$ cat config.mk
export PLATFORM = sky130hd
export DESIGN_NAME = vga_timing_gen
export DESIGN_NICKNAME = d
export VERILOG_FILES = /design/src/rtl/vga_timing_gen.sv
export SDC_FILE = /design/constraint.sdc
export NUM_CORES = 1
export LEC_CHECK = 0
export ABC_AREA = 0
export CORE_MARGIN = 2
export CORE_UTILIZATION = 40
export CTS_BUF_LIST = sky130_fd_sc_hd__clkbuf_16
export CTS_CLUSTER_DIAMETER = 80
export DETAILED_ROUTE_END_ITERATION = 6
export GPL_TIMING_DRIVEN = 0
export HOLD_SLACK_MARGIN = 0.1
export PLACE_DENSITY_LB_ADDON = 0.08
export SLEW_MARGIN = 20
export SYNTH_ARGS = -nofsm -noshare
export SYNTH_HDL_FRONTEND = slang
export SYNTH_SLANG_ARGS = --single-unit
$ cat constraint.sdc
create_clock -name clk -period 2.4 [get_ports clk]
set_clock_uncertainty 0.15 [all_clocks]
set_input_delay 0.48 -clock clk [delete_from_list [all_inputs] [get_ports clk]]
set_output_delay 0.48 -clock clk [all_outputs]
set_load 0.02 [all_outputs]
$ cat src/rtl/vga_timing_gen.sv
// VGA raster timing generator: scan counters, sync/active/marker decode and a
// frame number, with an optional enable-qualified output delay line.
module vga_timing_gen #(
  parameter int H_DISPLAY  = 640,
  parameter int H_FRONT    = 16,
  parameter int H_SYNC     = 96,
  parameter int H_BACK     = 48,
  parameter int V_DISPLAY  = 480,
  parameter int V_FRONT    = 10,
  parameter int V_SYNC     = 2,
  parameter int V_BACK     = 33,
  parameter bit H_SYNC_POL = 1'b0,
  parameter bit V_SYNC_POL = 1'b0,
  parameter int H_SIZE     = 10,
  parameter int V_SIZE     = 10,
  parameter int FRAME_W    = 8,
  parameter int PIPE_DLY   = 0
) (
  input  logic               clk,
  input  logic               rst,
  input  logic               fc_clear,
  input  logic               fc_enable,
  output logic [H_SIZE-1:0]  tg_hcount,
  output logic [V_SIZE-1:0]  tg_vcount,
  output logic               tg_hsync,
  output logic               tg_vsync,
  output logic               tg_display,
  output logic               tg_line_start,
  output logic               tg_frame_start,
  output logic               tg_frame_end,
  output logic               tg_vblank_start,
  output logic [FRAME_W-1:0] tg_frame_num
);

  localparam int H_COUNT = H_DISPLAY + H_FRONT + H_SYNC + H_BACK;
  localparam int V_COUNT = V_DISPLAY + V_FRONT + V_SYNC + V_BACK;
  localparam int BW      = H_SIZE + V_SIZE + FRAME_W + 7;

  localparam logic [H_SIZE-1:0] H_LAST   = H_SIZE'(H_COUNT - 1);
  localparam logic [H_SIZE-1:0] H_ACT    = H_SIZE'(H_DISPLAY);
  localparam logic [H_SIZE-1:0] HS_FIRST = H_SIZE'(H_DISPLAY + H_FRONT);
  localparam logic [H_SIZE-1:0] HS_LAST  = H_SIZE'(H_DISPLAY + H_FRONT + H_SYNC - 1);
  localparam logic [V_SIZE-1:0] V_LAST   = V_SIZE'(V_COUNT - 1);
  localparam logic [V_SIZE-1:0] V_ACT    = V_SIZE'(V_DISPLAY);
  localparam logic [V_SIZE-1:0] VS_FIRST = V_SIZE'(V_DISPLAY + V_FRONT);
  localparam logic [V_SIZE-1:0] VS_LAST  = V_SIZE'(V_DISPLAY + V_FRONT + V_SYNC - 1);

  // Idle bundle: counters zero, syncs at their inactive level, flags clear
  localparam logic [BW-1:0] BUNDLE_RST = {{H_SIZE{1'b0}}, {V_SIZE{1'b0}}, {FRAME_W{1'b0}},
                                          ~H_SYNC_POL, ~V_SYNC_POL, 5'b00000};

  if ((1 << H_SIZE) < H_COUNT) begin : g_err_hsize
    $error("H_SIZE too small for H_COUNT");
  end
  if ((1 << V_SIZE) < V_COUNT) begin : g_err_vsize
    $error("V_SIZE too small for V_COUNT");
  end
  if (H_DISPLAY <= 0 || H_FRONT <= 0 || H_SYNC <= 0 || H_BACK <= 0 ||
      V_DISPLAY <= 0 || V_FRONT <= 0 || V_SYNC <= 0 || V_BACK <= 0) begin : g_err_zero
    $error("timing parameters must be non-zero");
  end
  if (PIPE_DLY < 0 || PIPE_DLY > 4) begin : g_err_pipe
    $error("PIPE_DLY must be in 0..4");
  end

  logic [H_SIZE-1:0]  r_h;
  logic [V_SIZE-1:0]  r_v;
  logic [FRAME_W-1:0] r_f;

  // Stage-0 scan counters and frame number
  always_ff @(posedge clk or posedge rst) begin
    if (rst) begin
      r_h <= H_SIZE'(0);
      r_v <= V_SIZE'(0);
      r_f <= FRAME_W'(0);
    end else if (fc_clear) begin
      r_h <= H_SIZE'(0);
      r_v <= V_SIZE'(0);
      r_f <= FRAME_W'(0);
    end else if (fc_enable) begin
      if (r_h == H_LAST) begin
        r_h <= H_SIZE'(0);
        if (r_v == V_LAST) begin
          r_v <= V_SIZE'(0);
          r_f <= r_f + FRAME_W'(1);
        end else begin
          r_v <= r_v + V_SIZE'(1);
        end
      end else begin
        r_h <= r_h + H_SIZE'(1);
      end
    end
  end

  logic          w_hsync;
  logic          w_vsync;
  logic          w_display;
  logic          w_line_start;
  logic          w_frame_start;
  logic          w_frame_end;
  logic          w_vblank_start;
  logic [BW-1:0] w_stage0;
  logic [BW-1:0] w_out;

  assign w_hsync        = (r_h >= HS_FIRST && r_h <= HS_LAST) ? H_SYNC_POL : ~H_SYNC_POL;
  assign w_vsync        = (r_v >= VS_FIRST && r_v <= VS_LAST) ? V_SYNC_POL : ~V_SYNC_POL;
  assign w_display      = (r_h < H_ACT) && (r_v < V_ACT);
  assign w_line_start   = (r_h == H_SIZE'(0));
  assign w_frame_start  = (r_h == H_SIZE'(0)) && (r_v == V_SIZE'(0));
  assign w_frame_end    = (r_h == H_LAST) && (r_v == V_LAST);
  assign w_vblank_start = (r_h == H_SIZE'(0)) && (r_v == V_ACT);

  assign w_stage0 = {r_h, r_v, r_f, w_hsync, w_vsync, w_display, w_line_start,
                     w_frame_start, w_frame_end, w_vblank_start};

  if (PIPE_DLY == 0) begin : g_nopipe
    assign w_out = w_stage0;
  end else begin : g_pipe
    logic [BW-1:0] r_pipe [PIPE_DLY];

    // Delay line shifts only on enabled cycles so every field stays aligned
    always_ff @(posedge clk or posedge rst) begin
      if (rst) begin
        for (int i = 0; i < PIPE_DLY; i++) r_pipe[i] <= BUNDLE_RST;
      end else if (fc_clear) begin
        for (int i = 0; i < PIPE_DLY; i++) r_pipe[i] <= BUNDLE_RST;
      end else if (fc_enable) begin
        r_pipe[0] <= w_stage0;
        for (int i = 1; i < PIPE_DLY; i++) r_pipe[i] <= r_pipe[i-1];
      end
    end

    assign w_out = r_pipe[PIPE_DLY-1];
  end

  assign {tg_hcount, tg_vcount, tg_frame_num, tg_hsync, tg_vsync, tg_display,
          tg_line_start, tg_frame_start, tg_frame_end, tg_vblank_start} = w_out;

endmodule

==> results.json, run 1 <==
{
  "ys_ff_latch": 28,
  "synth_ff_type": "dfrtp_1",
  "clock-root-buffer": "clkbuf_16",
  "critical_path.cell_chain": "inv_2 -> ha_4 -> nor4b_4 -> nand2_2 -> nor3_4 -> nand3b_1 -> nor4b_4 -> buf_4",
  "syn_avg_cell_area_um2": 8.97,
  "critPathLaunchType": "flop",
  "grtUsageMet3_pct": 3.13,
  "place_area_um2": 2120,
  "drtPass1Iterations": 4,
  "violations": "negative setup slack",
  "hold_ws_ps": 396,
  "dieArea_um2": 4680,
  "floorplan.initialDensity_pct": 41.5,
  "synthCells": 185,
  "gr-total-overflow": 0,
  "critPathRequiredTime_ps": 1770,
  "gr-max-usage-layer": "met2",
  "row_count": 23,
  "cts_tree": "yes",
  "core_um2": 4000,
  "period_minus_slack_ps": 2550,
  "arrival_ps": 1920,
  "drt_iter0_markers": 73,
  "power_uw": 960,
  "rsz0062_at_grt": "true",
  "hold_buffers": 0,
  "postLayoutCoreUtil_pct": 59.8,
  "crit_type": "flop to primary output",
  "antenna_left": 0,
  "pin_count": 39,
  "crit_fanout": 2,
  "dr_total_vias": 1509,
  "ys_async_sr_fraction_pct": 100,
  "synth.distinct_cells": 40,
  "cts_buffers": 3,
  "ir_drop_v": 0.000233,
  "nets": 249,
  "final_area_um2": 2390,
  "pwr_density_cell_nw_per_um2": 401,
  "diodes": 0,
  "setup_viol": 2,
  "grt_pass1_wl_mm": 6.91,
  "fillerInstances": 343,
  "hpwlAfterDp_mm": 2.85,
  "final_cell_mix": "nor2_1, clkdlybuf4s50_1, dfrtp_1",
  "wire_per_inst_um": 14.6,
  "synth_area_um2": 1660,
  "p_comb_share_pct": 9.9,
  "stdcell_count": 288,
  "relSlewSlack_pct": 59.8,
  "tightest_slew_ps": 603,
  "power_leakage_nw": 0.969,
  "clkTransAtPathRegs_ps": 70,
  "totalNegativeSetupSlack_ps": -169,
  "ys_seq_area_share_pct": 42.2,
  "drt_wl_total_mm": 4.20,
  "avgViaCountPerCell": 5.24,
  "hold_class": "input pin to flop",
  "io_buffers": 36,
  "grt_max_degree": 29,
  "period_share_pct": 106,
  "die_h_um": 68.4,
  "met2_usage_pct": 30.3,
  "intPower_uw": 737,
  "clock_sinks": 28,
  "dieWidth_um": 68.4,
  "dp_slack_ps": -445,
  "max-cap-violations": 0,
  "routabilityCongestion": 0.878,
  "finalHoldViolCount": 0,
  "netSwitchingPower_uw": 224,
  "syn-num-nets": 195,
  "grtUsageMet1_pct": 28.7,
  "gr-usage-all-layers_pct": 19.7,
  "grt_pass1_vias": 1427,
  "slowest_stage": "dfrtp_2",
  "cpPeakStageDelay_ps": 410,
  "crit_top_cell": "nor4b_4",
  "fmax_ghz": 0.392,
  "clock_latency_ps": 270,
  "synthToLayoutAreaGrowth_pct": 44.2,
  "cts_max_path_buffers": 2,
  "dp.cells": 271,
  "seqPwrFrac_pct": 49.6,
  "drive_above_1_share_pct": 23.9,
  "drc": 0,
  "h-tree-depth": 1,
  "setup_ws_ps": -154,
  "final_common_cell": "nor2_1",
  "antenna_found_initial": 0,
  "synth-edff-count": 0,
  "endpoint_kind": "primary output",
  "status": "finished with violations",
  "yosys_warnings": 0,
  "swShare_pct": 23.3,
  "clockPowerShare_pct": 40.5,
  "slew_violations": 0
}
==> area by class of cell <==
class,count,area (um2),area share [%]
Timing Repair Buffer,49,445,18.6
Sequential cell,28,713,29.8
Clock buffer,3,75.1,3.14
Tap cell,50,62.6,2.62
Clock inverter,1,3.75,0.157
Multi-Input combinational cell,139,996,41.6
Buffer,8,58.8,2.46
Inverter,10,37.5,1.57
==> power by group through the flow <==
stage	combinational, mW	clock [mW]	sequential, mW
2_1_floorplan	0.0435	0	0.490
3_3_place_gp	0.0733	0	0.487
3_5_place_dp	0.0747	0	0.487
4_1_cts	0.0912	0.398	0.476
5_1_grt	0.105	0.409	0.476
6_report	0.0953	0.389	0.476
==> synthesized netlist by cell type, types with 4 or more instances <==
library cell / instances / area, um2
a21oi_1: 6 / 30.0
and3_1: 4 / 25.0
dfrtp_1: 28 / 701
ha_1: 6 / 75.1
inv_1: 10 / 37.5
nand2_1: 11 / 41.3
nand3_1: 11 / 55.1
nand4_1: 7 / 43.8
nor2_1: 31 / 116
nor3_1: 8 / 40.0
o21ai_0: 6 / 30.0
xnor2_1: 13 / 114
xor2_1: 6 / 52.6
==> metal layers <==
layer | wire length, um | share of wire [%]
met2 | 2000 | 47
met1 | 2000 | 47
met4 | 48 | 1.1
met5 | 0 | 0
met3 | 163 | 3.9
==> critical path: cells and delay by family (launching register included) <==
family / cells / cell delay, ps
fa+ha+maj: 1 / 130
buf+inv: 2 / 260
flops: 1 / 410
simple gates: 5 / 860
==> path summary, 6_finish.rpt <==
kind                       slack (ps)       startpoint              end  cells past startpoint
min                               400        fc_enable     tg_hcount[1]                      3
max reg2reg                       170     tg_hcount[0]  tg_frame_num[5]                      9
max in group asynchronous        1220              rst     tg_vcount[1]                      2
min in group asynchronous         450              rst     tg_hcount[9]                      2
min reg2reg                       410  tg_frame_num[7]  tg_frame_num[7]                      2
max                              -150     tg_hcount[0]  tg_vblank_start                      8
==> state kept, by name (all words and copies together), names as in the netlist <==
signal	count
tg_hcount	10
tg_vcount	10
tg_frame_num	8
==> cell families after synthesis <==
logic type               count (synthesis)  share of synthesized area [%]
multiplexers                             1                          0.679
XOR/XNOR                                19                           10.0
adder cells (fa/ha/maj)                  6                           4.52
flip-flops                              28                           42.2
AND/OR/NAND/NOR                         92                           29.3
buffers and inverters                   18                           5.05
AO/OA/AOI/OAI                           21                           8.22
==> timing repair <==
action,4_1_cts,5_1_grt
gates resized for setup,35,16
setup buffers,8,5
pin swaps,4,3
endpoints found under the setup margin,7,9
(Power assumes the default switching activity.)
==> run 2: changes to the inputs <==
Settings changed: GPL_ROUTABILITY_DRIVEN set to 0.
==> results of run 2 <==
Final layout, timing and power as in run 1 (identical DEF).
